===== src/rtl/sr_latch_ctrl.sv =====
// sr_latch_ctrl
// Command scheduler for a bank of N external SR latches shared by two
// requesters (A and B). Each accepted command drives a single S or R pulse
// of PULSE_W cycles, holds every drive low for GAP_W cycles, then samples
// the latch output in a CHECK cycle. The result is reported with a
// one-cycle done pulse on the following cycle.
//
// Ports
//   clk          rising-edge system clock
//   reset        synchronous, active-high reset
//   req_a_valid  requester A command valid
//   req_a_ready  requester A accept (handshake when valid & ready)
//   req_a_op     requester A operation, 1 = set, 0 = reset
//   req_a_idx    requester A target latch index
//   req_b_*      same as req_a_* for requester B
//   S, R         per-latch set / reset drives (registered, never both high)
//   Q            latch outputs fed back for the write check
//   busy         a command is in flight
//   done         one-cycle completion pulse
//   done_src     requester of the completed command (0 = A, 1 = B)
//   err          with done: Q mismatch or out-of-range index
module sr_latch_ctrl #(
  parameter int N       = 4,
  parameter int IDX_W   = 2,
  parameter int PULSE_W = 2,
  parameter int GAP_W   = 1
) (
  input  logic             clk,
  input  logic             reset,
  input  logic             req_a_valid,
  output logic             req_a_ready,
  input  logic             req_a_op,
  input  logic [IDX_W-1:0] req_a_idx,
  input  logic             req_b_valid,
  output logic             req_b_ready,
  input  logic             req_b_op,
  input  logic [IDX_W-1:0] req_b_idx,
  output logic [N-1:0]     S,
  output logic [N-1:0]     R,
  input  logic [N-1:0]     Q,
  output logic             busy,
  output logic             done,
  output logic             done_src,
  output logic             err
);

  localparam int MAX_W = (PULSE_W > GAP_W) ? PULSE_W : GAP_W;
  localparam int CNT_W = (MAX_W > 1) ? $clog2(MAX_W) : 1;

  typedef enum logic [1:0] {
    IDLE,
    PULSE,
    GAP,
    CHECK
  } state_t;

  state_t state, state_next;

  logic [CNT_W-1:0] cnt, cnt_next;
  logic [N-1:0]     s_next, r_next;
  logic             done_next, err_next, src_next;

  // Captured command, valid from the first PULSE cycle through CHECK.
  logic             cmd_op;
  logic             cmd_src;
  logic [IDX_W-1:0] cmd_idx;

  // Round-robin pointer: set when B should win the next tie.
  logic prefer_b;

  logic             grant_a, grant_b, handshake;
  logic             sel_op, sel_src;
  logic [IDX_W-1:0] sel_idx;
  logic [N-1:0]     sel_onehot, cmd_onehot;
  logic             q_bit;

  // One-hot decode of a latch index. An index at or above N decodes to all
  // zeros, which is what suppresses S/R activity for a bad index.
  function automatic logic [N-1:0] decode(input logic [IDX_W-1:0] idx);
    logic [N-1:0] vec;
    vec = '0;
    for (int i = 0; i < N; i++) begin
      if (idx == IDX_W'(i)) vec[i] = 1'b1;
    end
    return vec;
  endfunction

  // Arbitration and handshake. The grant is computed from valids only, so
  // the losing requester never sees ready even when the winner is accepted.
  always_comb begin
    grant_a     = req_a_valid && (!req_b_valid || !prefer_b);
    grant_b     = req_b_valid && !grant_a;
    req_a_ready = (state == IDLE) && !reset && grant_a;
    req_b_ready = (state == IDLE) && !reset && grant_b;
    handshake   = (req_a_valid && req_a_ready) || (req_b_valid && req_b_ready);
    sel_op      = grant_a ? req_a_op  : req_b_op;
    sel_idx     = grant_a ? req_a_idx : req_b_idx;
    sel_src     = !grant_a;
  end

  assign sel_onehot = decode(sel_idx);
  assign cmd_onehot = decode(cmd_idx);

  // A bad index masks Q entirely, so it compares as 0 and err is forced
  // separately below.
  assign q_bit = |(Q & cmd_onehot);

  assign busy = (state != IDLE);

  // Next-state logic. S/R for the first pulse cycle are loaded at the
  // handshake edge from the incoming command so the pulse starts one cycle
  // after acceptance; during PULSE they simply hold.
  always_comb begin
    state_next = state;
    cnt_next   = cnt;
    s_next     = '0;
    r_next     = '0;
    done_next  = 1'b0;
    err_next   = err;
    src_next   = done_src;

    unique case (state)
      IDLE: begin
        if (handshake) begin
          state_next = PULSE;
          cnt_next   = '0;
          s_next     = sel_op  ? sel_onehot : '0;
          r_next     = !sel_op ? sel_onehot : '0;
        end
      end

      PULSE: begin
        if (cnt == CNT_W'(PULSE_W - 1)) begin
          state_next = GAP;
          cnt_next   = '0;
        end else begin
          cnt_next = cnt + CNT_W'(1);
          s_next   = S;
          r_next   = R;
        end
      end

      GAP: begin
        if (cnt == CNT_W'(GAP_W - 1)) begin
          state_next = CHECK;
          cnt_next   = '0;
        end else begin
          cnt_next = cnt + CNT_W'(1);
        end
      end

      CHECK: begin
        state_next = IDLE;
        done_next  = 1'b1;
        err_next   = (cmd_onehot == '0) || (q_bit != cmd_op);
        src_next   = cmd_src;
      end

      default: begin
        state_next = IDLE;
      end
    endcase
  end

  // State and output registers. Reset drops any in-flight command without
  // producing a done and returns the arbiter to favouring A.
  always_ff @(posedge clk) begin
    if (reset) begin
      state    <= IDLE;
      cnt      <= '0;
      S        <= '0;
      R        <= '0;
      done     <= 1'b0;
      err      <= 1'b0;
      done_src <= 1'b0;
      prefer_b <= 1'b0;
      cmd_op   <= 1'b0;
      cmd_src  <= 1'b0;
      cmd_idx  <= '0;
    end else begin
      state    <= state_next;
      cnt      <= cnt_next;
      S        <= s_next;
      R        <= r_next;
      done     <= done_next;
      err      <= err_next;
      done_src <= src_next;
      if (handshake) begin
        cmd_op   <= sel_op;
        cmd_src  <= sel_src;
        cmd_idx  <= sel_idx;
        prefer_b <= !sel_src;
      end
    end
  end

endmodule


===== config.mk =====
export PLATFORM = sky130hd
export DESIGN_NAME = sr_latch_ctrl
export DESIGN_NICKNAME = d
export VERILOG_FILES = /design/src/rtl/sr_latch_ctrl.sv
export SDC_FILE = /design/constraint.sdc
export NUM_CORES = 1
export LEC_CHECK = 0
export ABC_CLOCK_PERIOD_IN_PS = 1750
export CORE_MARGIN = 5
export CORE_UTILIZATION = 45
export DETAILED_ROUTE_END_ITERATION = 10
export GPL_TIMING_DRIVEN = 0
export PLACE_DENSITY_LB_ADDON = 0.3
export SYNTH_ARGS = -nofsm -noshare
export SYNTH_HDL_FRONTEND = slang
export SYNTH_SLANG_ARGS = --single-unit

===== constraint.sdc =====
create_clock -name clk -period 1.75 [get_ports clk]
set_input_delay 0.525 -clock clk [delete_from_list [all_inputs] [get_ports clk]]
set_output_delay 0.525 -clock clk [all_outputs]
set_load 0.02 [all_outputs]

Word level (Yosys, flattened, before mapping)
Cells that the tools add are included.
{ "totals": {"ff_bits": 19, "out_inout_bits": 14, "input_bits": 14} }
{ "classes": {"n_bitwise": 1, "n_reduce_logical": 23, "mux": 26, "add_sub_neg": 1, "eq_ne": 13} }
{ "ops": {"columns": ["cell", "count"], "rows": [
  ["$mux W4", 5],
  ["$pmux W4 S2", 2],
  ["$mux W1", 13],
  ["$eq A2 B2 Y1 const B", 6],
  ["$mux W2", 4],
  ["$pmux W2 S4", 1],
  ["$logic_and A1 B1 Y1", 7],
  ["$eq A2 B1 Y1 const B", 3],
  ["$logic_not A2 Y1", 3],
  ["$ne A2 B2 Y1 const B", 3],
  ["$and A4 B4 Y4", 1],
  ["$logic_not A1 Y1", 4],
  ["$logic_not A4 Y1", 1],
  ["$reduce_or A4 Y1", 1],
  ["$logic_or A1 B1 Y1", 3],
  ["$pmux W1 S3", 1],
  ["$reduce_and A3 Y1", 1],
  ["$reduce_bool A3 Y1", 1],
  ["$reduce_and A2 Y1", 1],
  ["$reduce_bool A2 Y1", 1],
  ["$add A1 B1 Y1 const B", 1],
  ["$ne A1 B1 Y1", 1]
]} }

Longest topological paths before layout
Gate-level depths: netlist (run 1).
{ "depth": {"word_depth": 10, "ltp_mapped": 6} }

Worst setup path before layout (run 1)
Ideal clock, no wire load.
{ "synth_path": {"path_kind": "input to output", "from": "in reset", "to": "out req_b_ready", "stages": 3, "path_slack_ns": -0.203, "arrival_ns": 1.428, "cell_sequence": "buf_2 -> nand2b_1 -> nor3b_1"} }
{ "synth_between": {"elab_chain_len": 3} }
{ "synth_lines": {"columns": ["element", "line", "text"], "rows": [
  ["from (decl)", "29", "input logic reset,"],
  ["$logic_not A1 Y1", "94", "req_b_ready = (state == IDLE) && !reset && grant_b;"],
  ["$logic_and A1 B1 Y1 (2 in a row)", "94", null],
  ["to (decl)", "35", "output logic req_b_ready,"]
]} }
No other way between the ends.

Worst setup path in the final report (run 1)
{ "layout_path": {"from": "reg state[0]", "to": "out req_b_ready"} }
{ "layout_between": {"elab_chain_len": 3} }
{ "layout_lines": {"columns": ["element", "line", "text"], "rows": [
  ["from (decl)", "57", "state_t state, state_next;"],
  ["from (signal assigned)", "181", "state <= state_next;"],
  ["$logic_not A2 Y1", "94", null],
  ["$logic_and A1 B1 Y1 (2 in a row)", "94", null]
]} }
No other way between the ends.

==> reports/qor.txt, run 1 <==
Initial Util = 47.7%
Crit. End Element = primary output
GP Congestion = 0.770
count of warnings emitted by yosys = 0
Post-Syn Nets = 118
final core utilization = 68.6%
Power, Total = 1.68 mW
TritonCTS clock tree = yes
unrepaired setup endpoints after global routing = true
leakage = 0.589 nW
CORE AREA = 1980 µm²
Worst-path clk slew = 0.12 ns
pin count of the biggest net entering global routing = 12
largest area contributor in the netlist = dfxtp_1
ys async rst share = 0%
Crit Path Max Fanout = 3
Max VDD drop = 0.829 mV
Die Y = 55.8 µm
Sink Count = 19
Hold WC Path Type = reg -> reg
mapped cell area = 946 µm²
overall routing resource usage = 15.3%
Die ar. = 3120 µm²
Synth area leaders = dfxtp_1, a22o_1, ha_1
combinational share of power = 53.0%
total gr overflow = 0
Final Non-Filler Cells = 164
Max-cap violations = 0
Setup Skew = 0.0104 ns
placed cell area = 1250 µm²
Slew @ Worst Pin = 0.561 ns
ys flop type = dfxtp_1
NetSw = 0.655 mW
Clk pwr share = 14.1%
final hold violation count = 0
H-Tree Depth = 1
DR vias = 901
Cell Int Power = 1.03 mW
nets = 157
final instance area = 1360 µm²
Worst-Skew Late Latency = 0.31 ns
#FFs+latches synth = 19
drt wl/cell = 14.2 µm
Pre-Repair DR Iteration Count = 4
placed insts = 152
status = complete, but fails checks
synth-to-layout area growth = 43.7%
clock buffer depth = 2
first-pass GRT wire length = 3.86 mm
Fill cells = 147
Post-route DRC = 0
HPWL Detailed = 1.66 mm
area share of the largest cell type after synthesis = 40.2%
Post-synth EDFFs = 0
pre-CTS WS = -0.914 ns
Synth Area per Inst = 9.55 µm²
vias in the first global route = 825
Final Slew Violations = 0
ratio of cells with drive above 1 in the final layout = 26.3%
CTS root buffer = clkbuf_4
final setup TNS = -0.0855 ns
Via-to-Cell Ratio = 5.49
Worst EP required = 1.22 ns
Gate Count Post-Synth = 99
n_diodes = 0
ratio of final minimum period to clock period = 105%
slew margin rel. = 62.5%
Rows = 16
TritonCTS buffer count = 3
routed wire length = 2.33 mm
ANT nets after route = 0
failing checks = setup timing
fmax = 545 MHz
drt initial violations = 12
Hold-fix buffers, CTS = 0
fin crit period = 1.84 ns
Die Wd = 55.8 µm
PwrDens = 1240 nW/µm²
Worst Path Arrival = 1.31 ns
initial antenna violation count = 0
Seq pwr share = 32.9%
Hold Slack = 0.487 ns
Sw Share = 38.9%
Yosys cell types = 35
# setup viols final = 1
Worst setup SP type = register
input/output buffers = 26
crit path kind = reg -> out
number of I/O pins = 28
sequential area share after synthesis = 40.2%
Final WS setup = -0.0855 ns
-- critical path, stage by stage, from the launching register on --
cell and delay [ns]:
dfxtp_2 0.34, inv_2 0.07, ha_4 0.16, nand2b_4 0.08, nor3b_4 0.21, buf_6 0.14
-- path summary, 6_finish.rpt --
kind,start,endpoint,slack [ns],depth (start not counted)
worst max-delay path,state[0]$_SDFFE_PP0P_,req_b_ready,-0.09,5
worst min-delay path,R[1]$_SDFFE_PP0P_,R[1]$_SDFFE_PP0P_,0.49,1
worst max register to register,prefer_b$_SDFFE_PP0N_,S[0]$_SDFFE_PP0P_,0.09,6
worst min register to register,R[1]$_SDFFE_PP0P_,R[1]$_SDFFE_PP0P_,0.49,1
-- registers in the layout (all words and copies together), names as in the netlist --
register and cells:
prefer_b 1, state 2, cmd_idx 2, cmd_op 1, err 1, done_src 1
cnt 1, S 4, cmd_src 1, R 4, done 1
-- power by group through the flow --
stage | combinational [mW] | clock (mW) | sequential (mW)
2_1_floorplan | 0.450 | 0 | 0.569
3_3_place_gp | 0.645 | 0 | 0.559
3_5_place_dp | 0.669 | 0 | 0.562
4_1_cts | 0.825 | 0.239 | 0.551
5_1_grt | 0.971 | 0.260 | 0.564
6_report | 0.893 | 0.237 | 0.554
-- Yosys cell counts, types with 2 or more instances --
master,n
a22o_1,8
a211oi_1,3
a21oi_1,9
nor2_1,8
nand2_1,6
a311oi_1,2
nor2b_1,3
nand2b_1,2
or3_1,2
dfxtp_1,19
nand3b_1,5
nand3_1,3
ha_1,5
inv_1,3
-- placed cells by master, fill, tap and decap left out, types with 2 or more instances in the layout --
cell type and n:
inv_2 3, or3_1 2, buf_2 2, dlygate4sd2_1 10, a22o_1 8, a211oi_1 3
buf_4 8, nand3_1 3, clkbuf_4 4, ha_1 4, buf_6 4, nor2_1 7
a311oi_1 2, nand3b_1 5, nor2b_1 3, clkdlybuf4s50_1 10, dfxtp_2 2, dfxtp_1 16
a21oi_1 9, nand2_1 6
-- per-layer routing --
metal	track usage [%]	wire (µm)	up-vias
li1	-	-	441
met4	5.08	35	0
met3	4.41	144	4
met1	20.3	1110	424
met2	23.6	1040	32
met5	0	0	-
-- area by class of cell --
cell class              count  area [µm²]  area share (%)
repair buffers             34         307            22.6
plain buffers               3        20.0            1.47
inverters                   3        11.3           0.829
well taps                  27        33.8            2.49
clock buffers               3        22.5            1.66
clock inverters             1        5.00           0.368
flip-flops and latches     19         387            28.5
multi-input cells          74         573            42.2
-- cell families after synthesis --
family	count (synthesis)	share of synthesized area, %
DFF	19	40.2
xor gates and xnor gates	1	0.926
AOI/OAI and AO/OA	29	22.2
muxes	3	4.89
adders and majority gates	5	6.61
and+or+nand+nor	36	21.8
buffers and inverters	6	3.31
-- what timing repair did --
item	CTS	global route
pin swaps	1	4
setup buffers	6	2
endpoints found under the hold margin	0	0
endpoints found under the setup margin	21	4
resized for setup	43	8
No activity file was read; power rests on OpenSTA's default activity.
==> run 2, diff against run 1 <==
--- a/config.mk
+++ b/config.mk
@@ -9,8 +9,10 @@
 export CORE_MARGIN = 5
 export CORE_UTILIZATION = 45
 export DETAILED_ROUTE_END_ITERATION = 10
+export DONT_BUFFER_PORTS = 1
 export GPL_TIMING_DRIVEN = 0
 export PLACE_DENSITY_LB_ADDON = 0.3
 export SYNTH_ARGS = -nofsm -noshare
 export SYNTH_HDL_FRONTEND = slang
 export SYNTH_SLANG_ARGS = --single-unit
+export TNS_END_PERCENT = 20
==> run 2 against run 1 <==
The flow still finishes with violations (setup timing). Worst hold slack got worse by 0.095 ns. Combinational power decreased by 19%. Register-to-register slack improved by 0.05 ns. Sequential share of layout area increased by 6.8 points. Clock skew decreased by 0.0048 ns. Design area decreased by 20%. Sequential power increased by 4.3%. Global-route usage decreased by 1.8 points. Non-clock buffer count decreased by 28. Clock power decreased by 9.7%. Largest power group unchanged.
==> reports/qor.txt, run 2 (synthesized netlist as in run 1, its figures left out) <==
hold path start = req_b_idx[0]
leakage = 0.407 nW
CP max stage delay = 0.36 ns
final setup TNS = -0.000808 ns
final hold violation count = 0
Final WS setup = -0.000808 ns
total gr overflow = 0
status = complete, but fails checks
CTS root buffer = clkbuf_4
Setup Skew = 0.00559 ns
area occupied by multi-input gates = 568 µm²
first-pass GRT wire length = 3.43 mm
WP buf/inv = 1
Regs by FF count = R x4, S x4
Fill cells = 178
fin crit period = 1.75 ns
Crit Path Max Fanout = 3
Die ar. = 3120 µm²
Worst setup SP type = register
drt initial violations = 8
Hold Path Stages = 2
Seq pwr share = 38.1%
ratio of cells with drive above 1 in the final layout = 24.8%
Die Wd = 55.8 µm
pin count of the biggest net entering global routing = 11
Clk pwr share = 14.1%
Max-cap violations = 0
Die Y = 55.8 µm
CORE AREA = 1980 µm²
Worst EP required = 1.22 ns
ANT nets after route = 0
input/output buffers = 0
clock buffer depth = 2
r2r endpoint = S[0]$_SDFFE_PP0P_
R2R cell count = 6
number of I/O pins = 28
FF+latch area = 385 µm²
Final Slew Violations = 0
HPWL Detailed = 1.54 mm
commonest non-fill, non-tap cell in the layout = dfxtp_1
Max VDD drop = 0.588 mV
Hold WC Path Type = in -> reg
Crit. End Element = primary output
nets = 129
# setup viols final = 1
NetSw = 0.589 mW
drt wl/cell = 15.6 µm
vias in the first global route = 755
reg2reg start = state[1]$_SDFFE_PP0P_
most frequent cells in the layout = dfxtp_1, a21oi_1, a22o_1, nor2_1
Slew @ Worst Pin = 0.561 ns
GP Congestion = 0.717
synth-to-layout area growth = 15.5%
initial antenna violation count = 0
crit path kind = reg -> out
Initial Util = 47.7%
Worst-Skew Late Latency = 0.29 ns
Cell Int Power = 0.929 mW
Hold Path End = cmd_idx[0]$_SDFFE_PP0N_
Hold-fix buffers, CTS = 0
Sink Count = 19
Rows = 16
routed wire length = 2.12 mm
Post-route DRC = 0
TritonCTS clock tree = yes
ratio of final minimum period to clock period = 100%
Slowest-stage cell, CP = dfxtp_4
failing checks = setup timing
Worst Path Arrival = 1.23 ns
combinational share of power = 47.8%
Hold Slack = 0.393 ns
H-Tree Depth = 1
R2R setup slack = 0.14 ns
overall routing resource usage = 13.5%
DR vias = 761
pre-CTS WS = -0.135 ns
n_diodes = 0
PwrDens = 1390 nW/µm²
Worst-path clk slew = 0.09 ns
fmax = 571 MHz
critical path's top delay family = simple AND/OR/NAND/NOR gates
slew margin rel. = 62.5%
Pre-Repair DR Iteration Count = 4
Sw Share = 38.8%
critical-path cell list = inv_4 > ha_4 > nand2b_4 > nor3b_4
unrepaired setup endpoints after global routing = true
Via-to-Cell Ratio = 5.60
TritonCTS buffer count = 3
## run 2: cell types whose count changed in the layout (fill, tap and decap cells not counted), sizes merged
cell / previous run / this run
clkinv: 1 / 0
clkdlybuf4s50: 10 / 0
dlygate4sd2: 10 / 0
dlymetal6s2s: 1 / 0
buf: 15 / 9
## run 2: power groups by stage
stage                     logic, mW  clock network [mW]  registers (mW)
after floorplan               0.450                   0           0.569
after global placement        0.525                   0           0.579
after detailed placement      0.541                   0           0.582
after CTS                     0.709               0.221           0.580
after global routing          0.806               0.242           0.587
final                         0.726               0.214           0.578
## run 2: area by class of cell
cell class                      instances  area share [%]
Timing Repair Buffer                    6            4.12
Inverter                                3            1.26
Tap cell                               27            3.09
Multi-Input combinational cell         74            52.0
Buffer                                  3            1.83
Clock buffer                            4            2.41
Sequential cell                        19            35.3
## run 2: per-layer routing
metal / vias to the layer above / track usage, % / share of wire (%) / routed length, µm
li1: 382 / - / - / -
met1: 353 / 15.7 / 44 / 927
met2: 24 / 21.6 / 46 / 971
met3: 2 / 7.66 / 10 / 212
met4: 0 / 2.71 / 0.47 / 10
met5: - / 0 / 0 / 0
## run 2: through the flow
| step | instances | utilization (%) | instance area (µm²) | power [mW] |
|---|---|---|---|---|
| 3_3_place_gp | 126 | 50.0 | 991 | 1.10 |
| 2_1_floorplan | 99 | - | 957 | 1.02 |
| 5_1_grt | 136 | 55.1 | 1090 | 1.63 |
| 6_report | 136 | 55.1 | 1090 | 1.52 |
| 3_5_place_dp | 126 | 50.0 | 991 | 1.12 |
| 4_1_cts | 136 | 55.1 | 1090 | 1.51 |
## run 2: worst max path at each step
stage                          startpoint          end  slack, ns  cells after the start
floorplan                           reset  req_a_ready     -0.005                      3
global placement    state[0]$_SDFFE_PP0P_  req_a_ready       -0.1                      4
detailed placement  state[1]$_SDFFE_PP0P_  req_a_ready      -0.14                      4
CTS                 state[1]$_SDFFE_PP0P_  req_b_ready      -0.02                      4
global route        state[1]$_SDFFE_PP0P_  req_b_ready      -0.07                      4
finish              state[0]$_SDFFE_PP0P_  req_b_ready    -0.0008                      4
## run 2: repair_timing
action,4_1_cts,5_1_grt
endpoints found under the setup margin,11,3
pin swaps,2,2
hold endpoints to repair,0,0
gates resized for setup,11,1
setup buffers,6,0
==> run 3, diff against run 2 <==
--- a/config.mk
+++ b/config.mk
@@ -12,6 +12,8 @@
 export DONT_BUFFER_PORTS = 1
 export GPL_TIMING_DRIVEN = 0
 export PLACE_DENSITY_LB_ADDON = 0.3
+export RECOVER_POWER = 50
+export SLEW_MARGIN = 10
 export SYNTH_ARGS = -nofsm -noshare
 export SYNTH_HDL_FRONTEND = slang
 export SYNTH_SLANG_ARGS = --single-unit
==> run 3 against run 2 <==
Core utilization fell by 0.38 points. Clock power about the same. Via count did not move. The run now ends clean. Clock skew barely moved.
==> reports/qor.txt, run 3 (synthesized netlist as in run 1, its figures left out) <==
Die ar. = 3120 µm²
Initial Util = 47.7%
unrepaired setup endpoints after global routing = true
final hold violation count = 0
nets = 129
H-Tree Depth = 1
Final Slew Violations = 0
met1 Use GR = 15.7%
placed insts = 126
Max-cap violations = 0
drt wl/cell = 15.6 µm
Fill cells = 178
number of I/O pins = 28
R2R cell count = 6
Max VDD drop = 0.587 mV
Worst Path Arrival = 1.22 ns
CTS root buffer = clkbuf_4
leakage = 0.402 nW
HPWL Detailed = 1.54 mm
n_diodes = 0
ratio of cells with drive above 1 in the final layout = 22.9%
status = finished clean
synth-to-layout area growth = 14.7%
Worst EP required = 1.22 ns
PwrDens = 1380 nW/µm²
M3 GR Usage = 7.66%
most frequent cells in the layout = dfxtp_1, a21oi_1, a22o_1, nor2_1, nand2_1
fmax = 572 MHz
Via-to-Cell Ratio = 5.60
Rows = 16
# setup viols final = 0
fin crit period = 1.75 ns
Die Wd = 55.8 µm
ANT nets after route = 0
routed wire length = 2.12 mm
Worst-Skew Late Latency = 0.29 ns
commonest non-fill, non-tap cell in the layout = dfxtp_1
pin count of the biggest net entering global routing = 11
Regs by FF count = R x4, S x4
input/output buffers = 0
Hold Path Stages = 2
first-pass GRT wire length = 3.43 mm
Worst setup SP type = register
FF+latch area = 382 µm²
Pre-Repair DR Iteration Count = 4
CORE AREA = 1980 µm²
slew margin rel. = 62.5%
overall routing resource usage = 13.5%
drt initial violations = 8
busiest layer in global routing = met2
final core utilization = 54.7%
vias in the first global route = 755
initial antenna violation count = 0
Setup Skew = 0.00528 ns
M2 GR Usage = 21.6%
crit path kind = reg -> out
total gr overflow = 0
ratio of final minimum period to clock period = 99.9%
DR vias = 761
area occupied by multi-input gates = 568 µm²
TritonCTS buffer count = 3
Hold WC Path Type = in -> reg
Sink Count = 19
Post-route DRC = 0
GP Congestion = 0.717
Final Non-Filler Cells = 136
Crit Path Max Fanout = 3
Crit. End Element = primary output
clock buffer depth = 2
Slew @ Worst Pin = 0.561 ns
TritonCTS clock tree = yes
Die Y = 55.8 µm
Power, Total = 1.50 mW
Worst-path clk slew = 0.10 ns
==> run 3: cell type report <==
| cell class | instances | area share (%) |
|---|---|---|
| multi-input cells | 74 | 52.4 |
| flip-flops and latches | 19 | 35.2 |
| repair buffers | 6 | 3.81 |
| well taps | 27 | 3.11 |
| clock buffers | 4 | 2.42 |
| plain buffers | 3 | 1.85 |
| inverters | 3 | 1.27 |
==> run 3: worst max-delay path: stages, from the launching register on <==
cell	delay [ns]
dfxtp_1	0.35
inv_4	0.07
ha_4	0.15
nand2b_4	0.07
nor3b_4	0.30
==> run 3: power by group <==
part	total, mW	switching, mW	internal, mW	leakage, nW
clock network	0.214	0.126	0.0887	0.0150
logic	0.716	0.396	0.320	0.232
registers	0.571	0.0674	0.504	0.155
==> run 3: worst paths after layout <==
kind,startpoint,to,slack [ns]
max,state[0]$_SDFFE_PP0P_,req_b_ready,0.002
min,req_b_idx[0],cmd_idx[0]$_SDFFE_PP0N_,0.39
max reg2reg,state[1]$_SDFFE_PP0P_,S[0]$_SDFFE_PP0P_,0.14
min reg2reg,cmd_idx[1]$_SDFFE_PP0N_,cmd_idx[1]$_SDFFE_PP0N_,0.51
==> run 3: metal layers <==
layer  vias up  part of all wire [%]
met5         -                     0
met4         0                  0.47
met3         2                    10
met2        24                    46
met1       353                    44
li1        382                     -
==> run 3: stage by stage <==
step                      setup slack, ns  hold WS, ns  area, µm²  TNS (ns)
after floorplan                  -0.00498        0.465        957  -0.00498
after global placement            -0.0988        0.485        991    -0.169
after detailed placement           -0.135        0.484        991    -0.444
after CTS                         -0.0219        0.392       1090   -0.0268
after global routing              -0.0656        0.388       1080    -0.114
final                             0.00198        0.392       1080         0
==> run 3: what timing repair did <==
action                                  in CTS  in global routing
cloned                                       0                  0
setup buffers                                6                  0
resized for setup                           11                  1
pin swaps                                    2                  2
hold buffers                                 0                  0
endpoints found under the setup margin      11                  3
